$ cat config.mk
export PLATFORM = sky130hd
export DESIGN_NAME = div_unit_flat
export DESIGN_NICKNAME = d
export VERILOG_FILES = /design/src/rtl/div_pkg.sv /design/src/rtl/div_unit_if.sv /design/src/rtl/div_step.sv /design/src/rtl/div_unit.sv /design/src/flat_wrapper.sv
export SDC_FILE = /design/constraint.sdc
export NUM_CORES = 1
export LEC_CHECK = 0
export ABC_AREA = 1
export CAP_MARGIN = 20
export CORE_AREA = 2 2 130 182
export CTS_CLUSTER_DIAMETER = 150
export CTS_CLUSTER_SIZE = 16
export DETAILED_ROUTE_END_ITERATION = 16
export DIE_AREA = 0 0 132 184
export PLACE_DENSITY = 0.85
export SKIP_LAST_GASP = 1
export SLEW_MARGIN = 20
export SYNTH_ARGS = -nofsm -noshare
export SYNTH_HDL_FRONTEND = slang
export SYNTH_SLANG_ARGS = --single-unit
$ cat constraint.sdc
create_clock -name clk -period 15.55 [get_ports clk]
set_input_delay 1.555 -clock clk [delete_from_list [all_inputs] [get_ports clk]]
set_output_delay 1.555 -clock clk [all_outputs]
set_load 0.05 [all_outputs]
$ cat src/rtl/div_pkg.sv
// Shared constants, state encoding and helpers for the iterative MIPS divider.
package div_pkg;

  localparam int DATA_W     = 32;
  localparam int DIV_CYCLES = DATA_W;
  localparam int CNT_W      = $clog2(DIV_CYCLES);

  localparam logic [5:0] FUNCT_DIV  = 6'b011010;
  localparam logic [5:0] FUNCT_DIVU = 6'b011011;

  typedef enum logic [1:0] {
    IDLE,
    BUSY,
    DONE
  } div_state_t;

  // Two's-complement negate when neg is set, pass-through otherwise.
  function automatic logic [DATA_W-1:0] cond_neg(input logic neg, input logic [DATA_W-1:0] v);
    return neg ? (~v + {{(DATA_W-1){1'b0}}, 1'b1}) : v;
  endfunction

endpackage

$ cat src/rtl/div_unit_if.sv
// EX-stage divider bus: decoded request and operands in, stall and HI/LO results out.
interface div_unit_if;
  import div_pkg::*;

  logic [5:0]        funct;
  logic              op_valid;
  logic              flush;
  logic              hold;
  logic [DATA_W-1:0] operand_1;
  logic [DATA_W-1:0] operand_2;
  logic              stall_req;
  logic              done;
  logic [DATA_W-1:0] result_lo;
  logic [DATA_W-1:0] result_hi;

  modport master (
    output funct, op_valid, flush, hold, operand_1, operand_2,
    input  stall_req, done, result_lo, result_hi
  );

  modport slave (
    input  funct, op_valid, flush, hold, operand_1, operand_2,
    output stall_req, done, result_lo, result_hi
  );

endinterface

$ cat src/rtl/div_step.sv
// One restoring division iteration: shift {rem,dvd} left, conditionally subtract the divisor.
module div_step
  import div_pkg::*;
(
  input  logic [DATA_W-1:0] rem,
  input  logic [DATA_W-1:0] dvd,
  input  logic [DATA_W-1:0] divisor,
  output logic [DATA_W-1:0] rem_next,
  output logic [DATA_W-1:0] dvd_next
);

  logic [DATA_W:0]   shifted;
  logic [DATA_W-1:0] diff;
  logic              borrow;
  logic              ge;

  assign shifted = {rem, dvd[DATA_W-1]};

  // A set MSB in the 33-bit shifted remainder always exceeds any 32-bit divisor,
  // and the low 32 bits of the difference are then still the correct remainder.
  assign {borrow, diff} = {1'b0, shifted[DATA_W-1:0]} - {1'b0, divisor};
  assign ge             = shifted[DATA_W] | ~borrow;

  assign rem_next = ge ? diff : shifted[DATA_W-1:0];
  assign dvd_next = {dvd[DATA_W-2:0], ge};

endmodule

$ cat src/rtl/div_unit.sv
// Iterative radix-2 DIV/DIVU unit: stalls EX for 33 cycles, then presents LO/HI for one or more DONE cycles.
module div_unit
  import div_pkg::*;
(
  input  logic       clk,
  input  logic       rst,
  div_unit_if.slave  bus
);

  div_state_t        state_q, state_d;
  logic [CNT_W-1:0]  cnt_q, cnt_d;
  logic [DATA_W-1:0] rem_q, rem_d;
  logic [DATA_W-1:0] dvd_q, dvd_d;
  logic [DATA_W-1:0] dsr_q, dsr_d;
  logic              q_neg_q, q_neg_d;
  logic              r_neg_q, r_neg_d;
  logic [DATA_W-1:0] lo_q, lo_d;
  logic [DATA_W-1:0] hi_q, hi_d;

  logic              is_div;
  logic              is_divu;
  logic              req;
  logic              s1;
  logic              s2;
  logic [DATA_W-1:0] rem_step;
  logic [DATA_W-1:0] dvd_step;
  logic              stall;
  logic              done;

  assign is_div  = (bus.funct == FUNCT_DIV);
  assign is_divu = (bus.funct == FUNCT_DIVU);
  assign req     = bus.op_valid & (is_div | is_divu) & ~bus.flush;

  // Signs only matter for DIV; DIVU operands are always treated as magnitudes.
  assign s1 = is_div & bus.operand_1[DATA_W-1];
  assign s2 = is_div & bus.operand_2[DATA_W-1];

  div_step u_step (
    .rem      (rem_q),
    .dvd      (dvd_q),
    .divisor  (dsr_q),
    .rem_next (rem_step),
    .dvd_next (dvd_step)
  );

  always_comb begin
    state_d = state_q;
    cnt_d   = cnt_q;
    rem_d   = rem_q;
    dvd_d   = dvd_q;
    dsr_d   = dsr_q;
    q_neg_d = q_neg_q;
    r_neg_d = r_neg_q;
    lo_d    = lo_q;
    hi_d    = hi_q;
    stall   = 1'b0;
    done    = 1'b0;

    case (state_q)
      IDLE: begin
        if (req) begin
          stall = 1'b1;
          if (bus.operand_2 == '0) begin
            lo_d    = '1;
            hi_d    = bus.operand_1;
            state_d = DONE;
          end else begin
            dvd_d   = cond_neg(s1, bus.operand_1);
            dsr_d   = cond_neg(s2, bus.operand_2);
            q_neg_d = s1 ^ s2;
            r_neg_d = s1;
            rem_d   = '0;
            cnt_d   = '0;
            state_d = BUSY;
          end
        end
      end

      BUSY: begin
        if (bus.flush) begin
          state_d = IDLE;
        end else begin
          stall = 1'b1;
          rem_d = rem_step;
          dvd_d = dvd_step;
          cnt_d = cnt_q + 1'b1;
          // Sign correction happens on the final step so the results leave a register.
          if (cnt_q == CNT_W'(DIV_CYCLES - 1)) begin
            lo_d    = cond_neg(q_neg_q, dvd_step);
            hi_d    = cond_neg(r_neg_q, rem_step);
            state_d = DONE;
          end
        end
      end

      DONE: begin
        if (bus.flush) begin
          state_d = IDLE;
        end else begin
          done = 1'b1;
          if (!bus.hold) begin
            state_d = IDLE;
          end
        end
      end

      default: state_d = IDLE;
    endcase
  end

  always_ff @(posedge clk or posedge rst) begin
    if (rst) begin
      state_q <= IDLE;
      cnt_q   <= '0;
      rem_q   <= '0;
      dvd_q   <= '0;
      dsr_q   <= '0;
      q_neg_q <= 1'b0;
      r_neg_q <= 1'b0;
      lo_q    <= '0;
      hi_q    <= '0;
    end else begin
      state_q <= state_d;
      cnt_q   <= cnt_d;
      rem_q   <= rem_d;
      dvd_q   <= dvd_d;
      dsr_q   <= dsr_d;
      q_neg_q <= q_neg_d;
      r_neg_q <= r_neg_d;
      lo_q    <= lo_d;
      hi_q    <= hi_d;
    end
  end

  assign bus.stall_req = stall;
  assign bus.done      = done;
  assign bus.result_lo = lo_q;
  assign bus.result_hi = hi_q;

endmodule

$ cat src/flat_wrapper.sv
// flat-port wrapper written by rule: the top's interface ports become plain ports
module div_unit_flat import div_pkg::*;
  (clk, rst, bus_funct, bus_op_valid, bus_flush, bus_hold, bus_operand_1, bus_operand_2, bus_stall_req, bus_done, bus_result_lo, bus_result_hi);
  div_unit_if bus_i ();
  input  logic clk;
  input  logic rst;
  input wire logic [$bits(bus_i.funct)-1:0] bus_funct;
  input wire logic [$bits(bus_i.op_valid)-1:0] bus_op_valid;
  input wire logic [$bits(bus_i.flush)-1:0] bus_flush;
  input wire logic [$bits(bus_i.hold)-1:0] bus_hold;
  input wire logic [$bits(bus_i.operand_1)-1:0] bus_operand_1;
  input wire logic [$bits(bus_i.operand_2)-1:0] bus_operand_2;
  output wire logic [$bits(bus_i.stall_req)-1:0] bus_stall_req;
  output wire logic [$bits(bus_i.done)-1:0] bus_done;
  output wire logic [$bits(bus_i.result_lo)-1:0] bus_result_lo;
  output wire logic [$bits(bus_i.result_hi)-1:0] bus_result_hi;
  assign bus_i.funct = bus_funct;
  assign bus_i.op_valid = bus_op_valid;
  assign bus_i.flush = bus_flush;
  assign bus_i.hold = bus_hold;
  assign bus_i.operand_1 = bus_operand_1;
  assign bus_i.operand_2 = bus_operand_2;
  assign bus_stall_req = bus_i.stall_req;
  assign bus_done = bus_i.done;
  assign bus_result_lo = bus_i.result_lo;
  assign bus_result_hi = bus_i.result_hi;
  div_unit u_core (.clk(clk), .rst(rst), .bus(bus_i));
endmodule
==> flow_summary.json <==
{
  "cap_violations": 0,
  "synth-seq-area-share_pct": 31.5,
  "yosysUniqueCellTypes": 60,
  "hold_depth": 1,
  "drt_first_iter_violations": 904,
  "p_comb_share_pct": 59.9,
  "grt_pass1_wl_um": 62700,
  "grt_max_degree": 96,
  "synthesis.area_um2": 13400,
  "seqCellArea_um2": 4230,
  "period_needed_ps": 5460,
  "power.internal_mw": 1.27,
  "avgSynthCellArea_um2": 6.50,
  "drc": 0,
  "cp.required_ps": 14000,
  "tightest_slew_ps": 919,
  "final_antenna_net_count": 0,
  "initial_core_util_pct": 59.6,
  "path_clk_slew_ps": 60,
  "routedWlPerCell_um": 15.3,
  "startpoint": "bus_flush",
  "cts_tree": "built",
  "min_from": "u_core.cnt_q[3]$_DFFE_PP0P_",
  "clock_sinks": 169,
  "drt-total-wl_um": 38000,
  "place_inst": 2449,
  "routed_via_density": 5.48,
  "portBuffers": 140,
  "endpoint_kind": "output pin",
  "multi_input_area_um2": 7650,
  "antenna_found_initial": 0,
  "worst-setup-path-type": "input pin to output pin",
  "seqPwrFrac_pct": 22.9,
  "whs_endpoint": "u_core.cnt_q[3]$_DFFE_PP0P_",
  "relSlewSlack_pct": 38.7,
  "tns_ps": 0,
  "async_flop_share_pct": 100,
  "numCtsBuffers": 17,
  "place_congestion": 0.924,
  "status": "finished, final reports clean",
  "startpoint_type": "input pin",
  "fin_nets": 2281,
  "synthFlopType": "dfrtp_1",
  "p_sw_share_pct": 51.2,
  "hold_slack_ps": 460,
  "power_density_nw_per_um2": 167,
  "finalHoldViolCount": 0,
  "rr_worst_depth": 27,
  "hold_path_class": "flop to flop",
  "synth-seq-cells": 169,
  "cp.arrival_ps": 3900,
  "rows": 65,
  "pin_count": 141,
  "num_vias": 13606,
  "max_freq_mhz": 183,
  "reg2reg_from": "u_core.dvd_q[31]$_DFFE_PP0P_",
  "grt_overflow_total": 0,
  "clockRootBuffer": "clkbuf_16",
  "dp_hpwl_um": 29200,
  "syn_inst": 2063,
  "leakagePower_nw": 7.91,
  "grt_pass1_vias": 13146,
  "pwr-share-clk_pct": 17.3,
  "die_h_um": 184,
  "yosys_warnings": 0,
  "syn_nets": 2177,
  "wl_met3_um": 1810,
  "slew_viol_final": 0,
  "drive_gt1_share_pct": 6.24,
  "post_cts_buffers": 0,
  "cts-resized-gates": 0,
  "finalNonFillerCells": 2481,
  "die_x_um": 132,
  "r2r-end": "u_core.bus.result_lo[24]$_DFFE_PP0P_",
  "fp.dieArea_um2": 24300,
  "worstPathMaxFanout": 27,
  "cts_max_level": 4,
  "grt_use_total_pct": 32.2,
  "final_cell_mix": "nand2_1, inv_1, nor2_1",
  "fillCellCount": 1977,
  "final.period_utilization_pct": 35.1,
  "insertedDiodeCount": 0,
  "clk_latency_ps": 450,
  "core_region_area_um2": 22500,
  "max-vdd-ir-drop_mv": 0.102,
  "final_common_cell": "nand2_1",
  "holdBufCountCts": 0,
  "wirelength_met1_um": 14900,
  "rrSetupSlack_ps": 10450,
  "finalSetupViolCount": 0,
  "synth_edf_count": 0,
  "fin_skew_ps": 8.99,
  "p_sw_mw": 1.33,
  "top_layer_used": "met4",
  "wl_met2_um": 19800,
  "drtPass1Iterations": 6,
  "clk_path_buf_depth": 2,
  "syn2layout_area_growth_pct": 16.2,
  "rsz0062_at_grt": "no"
}
-- area by class of cell --
type / count / area share, %
flip-flops and latches: 169 / 27.1
multi-input cells: 1502 / 49.1
inverters: 326 / 7.89
clock inverters: 10 / 0.915
clock buffers: 22 / 3.04
well taps: 301 / 2.41
repair buffers: 151 / 9.54
-- power by group through the flow --
stage | Combinational [mW] | Clock (mW) | Sequential, mW
after floorplan | 1.20 | 0 | 0.600
after global placement | 1.52 | 0 | 0.596
after detailed placement | 1.54 | 0 | 0.598
after CTS | 1.55 | 0.450 | 0.593
after global routing | 1.76 | 0.468 | 0.605
final | 1.56 | 0.449 | 0.595
-- kinds of logic after synthesis --
| family | share of synthesized area [%] |
|---|---|
| adders and majority gates | 3.69 |
| DFF | 31.5 |
| and+or+nand+nor | 35.7 |
| xor gates and xnor gates | 3.85 |
| buffers and inverters | 11.6 |
| AOI/OAI and AO/OA | 13.6 |
-- metrics by stage --
stage | cell area (µm²) | util (%) | power (mW) | setup WS, ps
finish | 15600 | 69.2 | 2.60 | 10090
floorplan | 13400 | - | 1.80 | 9420
global route | 15600 | 69.2 | 2.83 | 10000
global placement | 15000 | 66.5 | 2.11 | 10170
CTS | 15600 | 69.2 | 2.59 | 10100
detailed placement | 15000 | 66.5 | 2.14 | 10120
-- critical path: stages --
cell,delay [ps]
clkdlybuf4s50_1,460
nor2_2,520
inv_2,350
nand2_1,190
clkdlybuf4s50_1,820
-- worst max-delay path by stage --
stage | end | slack, ps | cells past startpoint
2_1_floorplan | u_core.bus.result_hi[0]$_DFFE_PP0P_ | 9420 | 1
3_3_place_gp | bus_stall_req | 10170 | 5
3_5_place_dp | bus_stall_req | 10120 | 5
4_1_cts | bus_stall_req | 10100 | 5
5_1_grt | bus_stall_req | 10000 | 5
6_report | bus_stall_req | 10090 | 5
-- synthesized netlist by cell type, types with 13 or more instances --
cell	n	area, µm²
o21ai_0	133	666
dfrtp_1	169	4230
nor4_1	14	87.6
a31oi_1	24	150
buf_2	20	100
xor2_1	47	412
o21ai_1	16	80.1
inv_1	308	1160
nand2_1	616	2310
nor2_1	212	796
nand3_1	118	591
clkbuf_1	35	131
inv_2	15	56.3
nand2_2	16	100
nor2_2	13	81.3
nand4_1	25	156
nor3_1	27	135
ha_1	38	475
a21oi_1	72	360
-- flip-flops by register name, summed over array words and instances (netlist names) --
signal,cells
u_core.dsr_q,32
u_core.bus.result_lo,32
u_core.cnt_q,5
u_core.bus.result_hi,32
u_core.rem_q,32
u_core.r_neg_q,1
u_core.dvd_q,32
u_core.q_neg_q,1
u_core.state_q,2
-- layer usage --
layer	up-vias	GRT usage, %
li1	6805	-
met1	6245	35.7
met2	457	60.8
met3	99	4.00
met4	0	14.9
met5	-	0
Note: power is estimated with default switching activity, not from simulation.
